$ cat src/rtl/div_seq_ctrl.sv
// ---------------------------------------------------------------------------
// div_seq_ctrl
//
// Control FSM for an 8-bit restoring divider. The FSM sequences an external
// datapath (operand registers, partial remainder R, quotient Q and output
// registers) through load, divisor-zero check, eight shift/test iterations,
// output load and a one-cycle completion pulse.
//
// Ports
//   clk     in   clock; all state changes on the rising edge
//   rst     in   asynchronous active-low reset
//   start   in   request a new divide; sampled only in IDLE
//   abort   in   synchronous cancel of an operation in progress
//   d_zero  in   datapath flag: loaded divisor == 0 (valid in CHECK)
//   r_ge_d  in   datapath flag: shifted remainder >= divisor (valid in TEST)
//   ld      out  load operands into datapath registers
//   clr     out  clear partial remainder
//   shf     out  shift {R,Q} left by one
//   sub     out  write R - D back into R      (Mealy, TEST only)
//   qset    out  set Q[0]                     (Mealy, TEST only)
//   ld2     out  load output registers
//   busy    out  operation in progress (any state except IDLE)
//   done    out  one-cycle completion pulse (normal or divide-by-zero)
//   err     out  divide-by-zero flag, sticky until the next accepted start
//   cnt     out  current iteration index, 0..7
// ---------------------------------------------------------------------------
module div_seq_ctrl (
    input  logic       clk,
    input  logic       rst,
    input  logic       start,
    input  logic       abort,
    input  logic       d_zero,
    input  logic       r_ge_d,
    output logic       ld,
    output logic       clr,
    output logic       shf,
    output logic       sub,
    output logic       qset,
    output logic       ld2,
    output logic       busy,
    output logic       done,
    output logic       err,
    output logic [3:0] cnt
);

    typedef enum logic [2:0] {
        IDLE,
        LOAD,
        CHECK,
        SHIFT,
        TEST,
        OUT,
        DONE,
        ERR
    } state_t;

    localparam logic [3:0] LAST_ITER = 4'd7;

    state_t     state_q, state_d;
    logic [3:0] cnt_q,   cnt_d;
    logic       err_q,   err_d;

    // -----------------------------------------------------------------------
    // State register
    // -----------------------------------------------------------------------
    always_ff @(posedge clk or negedge rst) begin
        if (!rst) begin
            state_q <= IDLE;
            cnt_q   <= '0;
            err_q   <= 1'b0;
        end else begin
            state_q <= state_d;
            cnt_q   <= cnt_d;
            err_q   <= err_d;
        end
    end

    // -----------------------------------------------------------------------
    // Next-state logic
    // -----------------------------------------------------------------------
    always_comb begin
        state_d = state_q;
        cnt_d   = cnt_q;
        err_d   = err_q;

        if (abort && (state_q != IDLE)) begin
            // Abort overrides every busy state; cnt and err are left alone.
            state_d = IDLE;
        end else begin
            case (state_q)
                IDLE: begin
                    // abort=1 in IDLE blocks start.
                    if (start && !abort) begin
                        state_d = LOAD;
                        err_d   = 1'b0;
                    end
                end
                LOAD: begin
                    cnt_d   = '0;
                    state_d = CHECK;
                end
                CHECK: begin
                    if (d_zero) begin
                        // err is raised on entry so it is already visible
                        // during the ERR cycle, together with done.
                        state_d = ERR;
                        err_d   = 1'b1;
                    end else begin
                        state_d = SHIFT;
                    end
                end
                SHIFT: begin
                    state_d = TEST;
                end
                TEST: begin
                    if (cnt_q == LAST_ITER) begin
                        state_d = OUT;
                    end else begin
                        cnt_d   = cnt_q + 4'd1;
                        state_d = SHIFT;
                    end
                end
                OUT: begin
                    state_d = DONE;
                end
                DONE: begin
                    state_d = IDLE;
                end
                ERR: begin
                    state_d = IDLE;
                end
                default: begin
                    state_d = IDLE;
                end
            endcase
        end
    end

    // -----------------------------------------------------------------------
    // Output decode: Moore outputs from state_q only; sub/qset are the sole
    // Mealy outputs and depend on r_ge_d in TEST.
    // -----------------------------------------------------------------------
    always_comb begin
        ld   = 1'b0;
        clr  = 1'b0;
        shf  = 1'b0;
        sub  = 1'b0;
        qset = 1'b0;
        ld2  = 1'b0;
        done = 1'b0;
        busy = (state_q != IDLE);

        case (state_q)
            LOAD: begin
                ld  = 1'b1;
                clr = 1'b1;
            end
            SHIFT: begin
                shf = 1'b1;
            end
            TEST: begin
                sub  = r_ge_d;
                qset = r_ge_d;
            end
            OUT: begin
                ld2 = 1'b1;
            end
            DONE, ERR: begin
                done = 1'b1;
            end
            default: begin
            end
        endcase
    end

    assign err = err_q;
    assign cnt = cnt_q;

endmodule

$ cat config.mk
export PLATFORM = sky130hd
export DESIGN_NAME = div_seq_ctrl
export DESIGN_NICKNAME = d
export VERILOG_FILES = /design/src/rtl/div_seq_ctrl.sv
export SDC_FILE = /design/constraint.sdc
export NUM_CORES = 1
export LEC_CHECK = 0
export ABC_AREA = 1
export BUFFER_PORTS_ARGS = -buffer_cell sky130_fd_sc_hd__buf_2
export CAP_MARGIN = 20
export CELL_PAD_IN_SITES_DETAIL_PLACEMENT = 1
export CELL_PAD_IN_SITES_GLOBAL_PLACEMENT = 1
export CORE_ASPECT_RATIO = 1.2
export CORE_MARGIN = 3
export CORE_UTILIZATION = 33
export DETAILED_ROUTE_END_ITERATION = 16
export PLACE_DENSITY_LB_ADDON = 0.1
export SLEW_MARGIN = 20
export SYNTH_ARGS = -nofsm -noshare
export SYNTH_HDL_FRONTEND = slang
export SYNTH_SLANG_ARGS = --single-unit
$ cat constraint.sdc
create_clock -name clk -period 1.5 [get_ports clk]
set_input_delay 0.3 -clock clk [delete_from_list [all_inputs] [get_ports clk]]
set_output_delay 0.3 -clock clk [all_outputs]
set_load 0.1 [all_outputs]
Word-level counts from Yosys, hierarchy flattened
Index checks and enable logic that the tools add are counted.
{ "word_totals": {"out_inout_bits": 13, "regBits": 8} }
{ "classes": {"bitwise": 1, "n_eq_ne": 12, "add_sub_neg": 1, "n_reduce_logical": 10, "muxes": 15} }
{ "op_table": {"columns": ["operator", "count"], "rows": [
  ["$pmux 3 s7", 1],
  ["$eq 3x3->1 const B", 4],
  ["$mux 3", 4],
  ["$pmux 4 s2", 1],
  ["$mux 1", 7],
  ["$eq 3x2->1 const B", 2],
  ["$ne 2x2->1 const B", 3],
  ["$add 4x1->4 const B", 1],
  ["$eq 4x3->1 const B", 1],
  ["$mux 4", 1],
  ["$reduce_and 4->1", 1],
  ["$reduce_bool 2->1", 2],
  ["$eq 3x1->1 const B", 1],
  ["$logic_not 3->1", 1],
  ["$ne 3x3->1 const B", 1],
  ["$reduce_and 3->1", 1],
  ["$reduce_bool 3->1", 1],
  ["$logic_and 1x1->1", 2],
  ["$pmux 1 s2", 1],
  ["$reduce_or 2->1", 1],
  ["$logic_not 1->1", 1],
  ["$not 1->1", 1]
]} }

Longest topological paths before layout
Gate-level depths: netlist (run 1).
{ "logic_depth": {"ltp_word": 5, "ltp_mapped": 8, "ltp_nobuf": 8} }

Worst setup path after synthesis (run 1)
No wires, ideal clock.
{ "synth_path": {"path_kind": "register to output", "from": "register state_q[1]", "to": "output port shf", "setup_slack_ns": -1.381, "arrival_time_ns": 2.581, "path_buffers": 0, "path_stages_with_launch": 3, "cell_sequence": "dfrtp_1 inv_2 nor3_1"} }
{ "synth_between": {"elab_chain_cells": 2} }
{ "synth_rtl": {"columns": ["element", "line", "source"], "rows": [
  ["start, declared", "59", "state_t state_q, state_d;"],
  ["start signal, assigned", "72", "state_q <= state_d;"],
  ["$eq 3x2->1", "153", "case (state_q)"],
  ["$mux 1", "153", null],
  ["end, declared", "36", "output logic shf,"]
]} }
No other way between the ends.

Final worst setup path (run 1)
{ "layout_path": {"from": "register state_q[1]", "to": "output port qset"} }
{ "layout_between": {"elab_chain_cells": 2} }
{ "layout_rtl": {"columns": ["element", "line", "source"], "rows": [
  ["$eq 3x3->1", "153", null],
  ["$mux 1", "153", null],
  ["end, declared", "38", "output logic qset,"]
]} }
No other way between the ends.

==> results of run 1 <==
## flip-flops by register name, indices dropped and copies added (netlist names)
signal	count
cnt	4
state_q	3
err	1
## metal layers
layer	vias to the layer above	GRT usage, %	wire length, um
li1	300	-	-
met3	2	3.11	42
met4	0	4.52	10
met2	10	26.2	789
met5	-	0	0
met1	280	20.1	671
## what timing repair did
| item | in CTS | in global routing |
|---|---|---|
| gates resized for setup | 5 | 2 |
| buffers inserted | 7 | 1 |
| endpoints found under the hold margin | 8 | 0 |
| hold buffers | 1 | 0 |
| pin swaps | 3 | 1 |
| gates cloned | 0 | 0 |
| setup endpoints to repair | 8 | 8 |
## cell families (layout without fill, tap and decap cells)
logic type | count (synthesis) | after routing
AO/OA/AOI/OAI | 4 | 4
buffers and inverters | 17 | 46
adder cells (fa/ha/maj) | 1 | 1
AND/OR/NAND/NOR | 47 | 47
flip-flops | 8 | 8
XOR/XNOR | 1 | 1
## worst register-to-register path: stages, from the launching register on
cell     delay [ps]
dfrtp_2         450
nor2_4          170
nand2_4          70
buf_4           130
buf_4           140
nand2_4          70
nand3_2         110
nand2_1          90
nand2_1          50
## power breakdown
part / leakage [uW] / switching, uW / total, uW / internal (uW)
sequential: 0.0000973 / 37.5 / 289 / 252
combinational: 0.000353 / 438 / 620 / 182
clock: 0.0000150 / 69.3 / 171 / 101
## cell usage after synthesis, drive strengths merged, types with 2 or more instances
| cell | instances | share of area (%) |
|---|---|---|
| a21oi | 2 | 1.7 |
| nand4 | 3 | 3.3 |
| nand3 | 6 | 6.1 |
| inv | 13 | 8.5 |
| nor2 | 12 | 10 |
| buf | 4 | 6.5 |
| dfrtp | 8 | 35 |
| nand2 | 23 | 19 |
| nor3 | 2 | 1.7 |
## worst paths after layout
kind                                        startpoint                     end  cells after the start
worst min register to register         err$_DFFE_PN0P_         err$_DFFE_PN0P_                      2
min in group asynchronous                          rst      cnt[3]$_DFFE_PN0P_                      2
worst max register to register  state_q[1]$_DFFE_PN0P_      cnt[0]$_DFFE_PN0P_                      8
worst max-delay path            state_q[1]$_DFFE_PN0P_                    qset                      4
worst min-delay path                            d_zero         err$_DFFE_PN0P_                      3
max in group asynchronous                          rst  state_q[2]$_DFFE_PN0P_                      2
## stage by stage
stage	utilization, %	setup WS [ps]	TNS (ps)
2_1_floorplan	-	-277	-653
3_3_place_gp	53.8	120	0
3_5_place_dp	53.8	74.3	0
4_1_cts	60.2	-83.2	-294
5_1_grt	60.9	-127	-709
6_report	60.9	-61.2	-259
## layout make-up
| cell class | count | area share (%) |
|---|---|---|
| timing repair buffer | 29 | 31.9 |
| inverter | 13 | 6.28 |
| multi-input combinational | 53 | 33.9 |
| tap | 17 | 2.27 |
| clock buffer | 4 | 2.80 |
| sequential | 8 | 22.8 |
==> metrics.md, run 1 <==
| Metric | Value |
|---|---|
| Hold crit path type | in -> reg |
| Post-synth top flop | dfrtp_1 |
| Vias per cell | about 4.8 |
| Layout Area Growth over Synthesis | 63.5% |
| Commonest cells after routing, fill and taps aside | nand2_1 (16), buf_2 (10), buf_4 (9) |
| Initial DRC Count | 9 |
| Layout cells sized above 1 | a little over half |
| Placed cells | 111 |
| Antenna Cells | 0 |
| Initial Util | a little under two fifths |
| Setup CP Type | reg -> out |
| Maximum clock rate | 641 MHz |
| CTS clk-pin slew, worst paths | 50 ps |
| Max-Slew Margin vs Limit | about two thirds |
| H-tree depth | 1 |
| Crit-path slowest cell | dfrtp_2 |
| Sequential area share after synthesis | around a third |
| RSZ-0062 raised after global routing | true |
| Multiplexer share of the synthesized area | 0% |
| Final worst slack | -61.2 ps |
| Drt wl/cell | between 10 and 15 um |
| Post-synth EDFFs | 0 |
| Failing checks | negative setup slack |
| Synth Area in Simple Gates | a little over two fifths |
| Ports | 19 |
| Vias in the first global route | 615 |
| Minimum clock period | 1560 ps |
| Num CTS Buffers | 3 |
| Setup crit end kind | primary output |
| Synth Register Bits | 8 |
| # fillers | about 180 |
| Num Clock Sinks | 8 |
| Post-synthesis cell count | slightly below 80 |
| Dpl hpwl | ~1200 um |
| Antenna violations before repair | 0 |
| Cell repeated most along the worst path | nor2_4 |
| Placed Area | between 800 and 900 um^2 |
| Main combinational cell family by area after synthesis | simple AND/OR/NAND/NOR gates |
| TritonRoute pass-1 iters | 3 |
| Worst-path maximum fanout | 3 |
| CP Cell Sequence | nor2_4, nand2_4, nor2_4, buf_12 |
| Largest net degree at the start of global routing | 9 |
| First-pass GRT wire length | approximately 2700 um |
| Fin nets | 115 |
| Port buffer count | 18 |
| Outcome | finished with violations |
| Compound-Gate Fraction of Synth Area | approximately 4% |
| CTS tree | yes |
| Startpoint Class | register |
| Row cnt | 15 |
| Worst-Margin Slew | ~490 ps |
| Max-slew violations | 0 |
| Total track usage | 15.7% |
| Final std cells w/o fill | about 120 |
| Drt drc | 0 |
| Die footprint | 0.00227 mm^2 |
| Remaining Overflow, GRT | 0 |
| Worst reg-to-reg setup slack | approximately 120 ps |
| Post-synthesis adder-cell area fraction | under 10% |
| Total power | ~1100 uW |
| Ys async rst share | between 90% and 100% |
| Commonest non-fill, non-tap cell in the layout | nand2_1 |
| Final setup fails | 6 |
| Final WL | approximately 1500 um |
| Final hold violation count | 0 |
| Worst hold slack | around 350 ps |
| Core area | 0.00154 mm^2 |
| Design Area, Final | about 940 um^2 |
| Leakage | roughly 0.00047 uW |
| Netlist Area Pre-Place | around 570 um^2 |
| Worst EP required | 1200 ps |
| Seq. cell area | between 200 and 250 um^2 |
| Peak supply drop | around 600 uV |
| CP peak stage delay | around 450 ps |
| WP buf/inv | 1 |
| CP top delay family | flip-flops |
| Crit path DAT | approximately 1300 ps |
| Clock tree root buffer cell | clkbuf_4 |
| MaxCap Viol Count | 0 |
| Avg Cell Area, Syn | about 7.3 um^2 |
| Synth Net Count | 85 |
| Area of the multi-input gates | about 320 um^2 |
| GPL Wtd Cong | 0.775 |
| Clk_lat worst skew | ~250 ps |
| Xor/xnor share of the synthesized area | under 10% |
| ANT nets after route | 0 |
| Clock buffer depth | 2 |
| Pwr Density | 1150 mW/mm^2 |
| Die W | approximately 44 um |
| Skew final | between 5 and 6 ps |
| Final period utilization | 104% |
| Synth warn | 0 |
| Count of cell types in the netlist | 21 |
| Via count | 592 |
| Die height | around 52 um |
Power figures use the tool's default switching activity.
==> run 2: changes to the inputs <==
--- a/config.mk
+++ b/config.mk
@@ -11,10 +11,11 @@
 export CELL_PAD_IN_SITES_DETAIL_PLACEMENT = 1
 export CELL_PAD_IN_SITES_GLOBAL_PLACEMENT = 1
 export CORE_ASPECT_RATIO = 1.2
-export CORE_MARGIN = 3
+export CORE_MARGIN = 5
 export CORE_UTILIZATION = 33
 export DETAILED_ROUTE_END_ITERATION = 16
 export PLACE_DENSITY_LB_ADDON = 0.1
+export REMOVE_ABC_BUFFERS = 1
 export SLEW_MARGIN = 20
 export SYNTH_ARGS = -nofsm -noshare
 export SYNTH_HDL_FRONTEND = slang
==> run 2 against run 1 <==
The flow still finishes with violations (negative setup slack). Sequential power shrank 5%. Register-to-register slack barely moved. Flip-flop and latch count unchanged. First-iteration DRC count is 100% lower. Wire length up 12%. Global-route usage decreased by 0.90 points. Final cell count is 1.6% lower. Largest power group unchanged.
==> metrics.md, run 2 (synthesized netlist as in run 1, its figures left out) <==
| Metric | Value |
|---|---|
| Clk_lat worst skew | between 200 and 300 ps |
| Layout Area Growth over Synthesis | 59.6% |
| Max-Slew Margin vs Limit | 67.8% |
| ANT nets after route | 0 |
| CP peak stage delay | approximately 430 ps |
| Hold crit path type | in -> reg |
| Vias per cell | about 4.8 |
| RSZ-0062 raised after global routing | true |
| H-tree depth | 1 |
| First-pass GRT wire length | between 2000 and 3000 um |
| TritonRoute pass-1 iters | 1 |
| Startpoint Class | register |
| Final setup fails | 7 |
| Remaining Overflow, GRT | 0 |
| Final WL | about 1700 um |
| Layout cells sized above 1 | 49.0% |
| Worst hold slack | ~350 ps |
| Final period utilization | 104% |
| Util after Layout | a little under three fifths |
| Crit path DAT | around 1300 ps |
| Pwr Density | roughly 1200 mW/mm^2 |
| Commonest non-fill, non-tap cell in the layout | nand2_1 |
| Peak supply drop | 745 uV |
| Core area | approximately 0.0016 mm^2 |
| CP Cell Sequence | nor2_4, nand2_2, nor2_4, buf_6, buf_12 |
| Port buffer count | 18 |
| Failing checks | negative setup slack |
| Clock buffer depth | 2 |
| Die height | approximately 56 um |
| Largest net degree at the start of global routing | 9 |
| Setup CP Type | reg -> out |
| Final worst slack | -56.1 ps |
| Ports | 19 |
| Dpl hpwl | approximately 1300 um |
| Drt drc | 0 |
| Die footprint | 0.00267 mm^2 |
| Setup crit end kind | primary output |
| Num CTS Buffers | 3 |
| CTS clk-pin slew, worst paths | about 50 ps |
| Clock tree root buffer cell | clkbuf_4 |
| Fin nets | between 100 and 150 |
| Maximum clock rate | 643 MHz |
| Worst-path maximum fanout | 3 |
| Num Clock Sinks | 8 |
| Initial Util | about a third |
| Vias in the first global route | ~630 |
| Row cnt | 16 |
| Via count | 588 |
| Outcome | finished with violations |
| Commonest cells after routing, fill and taps aside | nand2_1 (17), buf_12 (9), inv_1 (8), buf_2 (8), nor2_1 (7) |
| Initial DRC Count | 0 |
| MaxCap Viol Count | 0 |
| Antenna Cells | 0 |
| Max-slew violations | 0 |
| Leakage | around 0.00048 uW |
| Skew final | ~1.2 ps |
| Worst EP required | about 1200 ps |
| GPL Wtd Cong | slightly above 0.7 |
| Antenna violations before repair | 0 |
| Minimum clock period | 1560 ps |
| Final hold violation count | 0 |
| Worst-Margin Slew | between 400 and 500 ps |
| Die W | between 40 and 50 um |
| Total track usage | 14.8% |
| Crit-path slowest cell | dfrtp_2 |
| Cell repeated most along the worst path | nor2_4 |
| CTS tree | yes |
| Max reg flops | 4 |
| Drt wl/cell | around 14 um |
[run 2: layout make-up]
class	instances	area, um^2
sequential	8	204
timing repair buffer	27	305
inverter	13	51.3
clock buffer	3	22.5
tap	18	22.5
multi-input combinational	53	309
fill	206	727
[run 2: power by group]
part | leakage [uW] | total [uW] | switching [uW] | internal (uW)
clock | 0.0000138 | 164 | 72.3 | 91.5
sequential | 0.000104 | 275 | 29.6 | 245
combinational | 0.000358 | 657 | 448 | 210
[run 2: repair_timing]
action	CTS	global route
hold endpoints to repair	8	0
endpoints found under the setup margin	7	8
pin swaps	1	1
buffers inserted	3	1
resized for setup	7	8
hold buffers	1	0
[run 2: worst paths after layout]
| check | cells past startpoint | start | to | slack, ps |
|---|---|---|---|---|
| max reg2reg | 8 | cnt[1]$_DFFE_PN0P_ | cnt[2]$_DFFE_PN0P_ | 110 |
| min in group asynchronous | 2 | rst | cnt[3]$_DFFE_PN0P_ | 420 |
| max in group asynchronous | 2 | rst | state_q[2]$_DFFE_PN0P_ | 890 |
| max | 5 | state_q[0]$_DFFE_PN0P_ | qset | -60 |
| min reg2reg | 2 | err$_DFFE_PN0P_ | err$_DFFE_PN0P_ | 520 |
| min | 3 | d_zero | err$_DFFE_PN0P_ | 350 |
[run 2: metrics by stage]
step	TNS, ps	cells	setup WS (ps)	total power, uW	cell area [um^2]
2_1_floorplan	-8700	74	-1950	685	536
3_3_place_gp	0	114	130	890	813
3_5_place_dp	0	114	92.7	894	813
4_1_cts	-378	121	-78.7	1100	887
5_1_grt	-830	122	-130	1160	915
6_report	-279	122	-56.1	1100	915
[run 2: layer usage]
| layer | global-route usage, % | wire length (um) | part of all wire [%] |
|---|---|---|---|
| met1 | 15.0 | 610 | 36 |
| met2 | 26.5 | 974 | 57 |
| met3 | 3.88 | 82 | 4.8 |
| met4 | 5.77 | 27 | 1.6 |
| met5 | 0 | 0 | 0 |
[run 2: worst max-delay path, delay by kind of cell (launching register included)]
family	cells	cell delay (ps)
flops	1	430
buf+inv	2	280
simple gates	3	290
==> run 3: changes to the inputs <==
==> constraint.sdc (replaced) <==
create_clock -name clk -period 1.5 [get_ports clk]
set_input_delay 0.45 -clock clk [delete_from_list [all_inputs] [get_ports clk]]
set_output_delay 0.45 -clock clk [all_outputs]
set_load 0.1 [all_outputs]
==> run 3 against run 2 <==
The flow still finishes with violations (negative setup slack). Wire length decreased by 4.4%. Worst setup slack got worse by 170 ps. Clock skew is 5.2 ps higher. Utilization grew 4.6 points. Final cell count up 3.3%. Critical path depth unchanged. Clock-buffer cell count unchanged. Total power is 7.7% higher. Largest cell class is now buffers.
==> metrics.md, run 3 (synthesized netlist as in run 1, its figures left out) <==
| Metric | Value |
|---|---|
| H-tree depth | 1 |
| Skew final | about 6.3 ps |
| Num Clock Sinks | 8 |
| Sequential power share | between 20% and 30% |
| Final std cells w/o fill | 126 |
| Setup CP Type | reg -> out |
| Crit path DAT | 1270 ps |
| Met2 routed WL | a little under 900 um |
| Final period utilization | 115% |
| Setup crit end kind | primary output |
| DRT met1 WL | roughly 670 um |
| RSZ-0062 raised after global routing | true |
| Max reg flops | 4 |
| Total power | around 1200 uW |
| Combinational share of power | between 60% and 70% |
| Placed cells | 120 |
| Placed Area | slightly above 900 um^2 |
| TritonRoute pass-1 iters | 4 |
| Remaining Overflow, GRT | 0 |
| Max-Slew Margin vs Limit | 81.9% |
| Drt drc | 0 |
| Fin nets | 117 |
| Critical path launch point | state_q[0]$_DFFE_PN0P_ |
| ANT nets after route | 0 |
| Final hold violation count | 0 |
| Dpl hpwl | around 1300 um |
| Total track usage | a little over an eighth |
| Pwr Density | 1190 mW/mm^2 |
| Reg2reg end | state_q[1]$_DFFE_PN0P_ |
| Layout cells sized above 1 | roughly half |
| Layout Area Growth over Synthesis | 72.9% |
| Die footprint | between 0.002 and 0.003 mm^2 |
| Largest net degree at the start of global routing | 9 |
| Leakage | ~0.00051 uW |
| Worst-path maximum fanout | 6 |
| Reg-to-Reg Start | state_q[0]$_DFFE_PN0P_ |
| Initial DRC Count | 4 |
| Worst EP required | approximately 1100 ps |
| GPL Wtd Cong | around 0.80 |
| Ports | 19 |
| Drt wl/cell | ~13 um |
| Die W | just under 50 um |
| Final worst slack | -223 ps |
| Clk_lat worst skew | 250 ps |
| Clock tree root buffer cell | clkbuf_4 |
| First-pass GRT wire length | 2640 um |
| Commonest cells after routing, fill and taps aside | nand2_1 (16), buf_12 (13), buf_4 (12) |
| Worst reg-to-reg setup slack | -20 ps |
| Minimum clock period | approximately 1700 ps |
| CTS clk-pin slew, worst paths | approximately 60 ps |
| Hold crit path type | in -> async |
| Util after Layout | around three fifths |
| Antenna Cells | 0 |
| Clock buffer depth | 2 |
| Die height | 55.7 um |
| Row cnt | 16 |
| Met3 WL post-DR | between 50 and 60 um |
| Via count | between 500 and 600 |
| # fillers | between 150 and 200 |
| Antenna violations before repair | 0 |
| Final WL | about 1600 um |
| Sw power | 565 uW |
| Failing checks | negative setup slack |
| Initial Util | 34.9% |
| Outcome | finished with violations |
| Vias in the first global route | 630 |
| Commonest non-fill, non-tap cell in the layout | nand2_1 |
| DR top layer | met4 |
| Cts hold-fix bufs | 0 |
| Area of the multi-input gates | between 300 and 400 um^2 |
| Seq. cell area | ~200 um^2 |
| Startpoint Class | register |
| Peak supply drop | 778 uV |
| Vias per cell | between 4 and 5 |
| Port buffer count | 18 |
| Maximum clock rate | about 580 MHz |
| R2R depth | 8 |
| Worst hold slack | between 30 and 40 ps |
| Worst-Margin Slew | 270 ps |
| MaxCap Viol Count | 0 |
| Final setup fails | 13 |
| CTS tree | yes |
| Max-slew violations | 0 |
| Num CTS Buffers | 3 |
| Net Sw Frac | between 40% and 50% |
| Clock Power Share | between 10% and 20% |
| Core area | 0.00164 mm^2 |
| Pint | 615 uW |
| Design Area, Final | 991 um^2 |
## run 3: cell type report
type	instances	area share (%)
timing repair buffer	31	39.0
multi-input combinational	53	30.9
sequential	8	20.6
inverter	13	4.92
clock buffer	3	2.27
tap	18	2.27
## run 3: routing by layer
layer	up-vias	global-route usage [%]
li1	300	-
met1	269	14.6
met2	12	24.0
met3	2	2.59
met4	0	4.62
met5	-	0
## run 3: through the flow
step           setup WS, ps  setup TNS (ps)
6_report               -223           -1460
3_3_place_gp           35.6               0
2_1_floorplan         -2100           -9690
3_5_place_dp           16.1               0
4_1_cts                -217           -1370
5_1_grt                -287           -2410
## run 3: worst max-delay path by stage
stage,slack (ps),depth (start not counted),end
CTS,-220,5,qset
global placement,40,4,ld
global route,-290,5,qset
floorplan,-2100,3,qset
detailed placement,20,5,qset
finish,-220,5,qset
## run 3: worst max-delay path, cell delays in order, from the launching register on
cell,delay [ps]
dfrtp_2,450
nor2_4,110
nand2_2,60
nor2_1,80
buf_4,140
buf_12,170
## run 3: what timing repair did
item | 4_1_cts | 5_1_grt
resized for setup | 7 | 4
pin swaps | 0 | 1
endpoints found under the setup margin | 8 | 10
buffers inserted | 2 | 2
## run 3: power groups by stage
stage | clock network, uW | registers (uW) | logic [uW]
CTS | 167 | 277 | 713
global placement | 0 | 278 | 685
global route | 178 | 281 | 775
floorplan | 0 | 414 | 271
finish | 164 | 277 | 739
detailed placement | 0 | 280 | 687
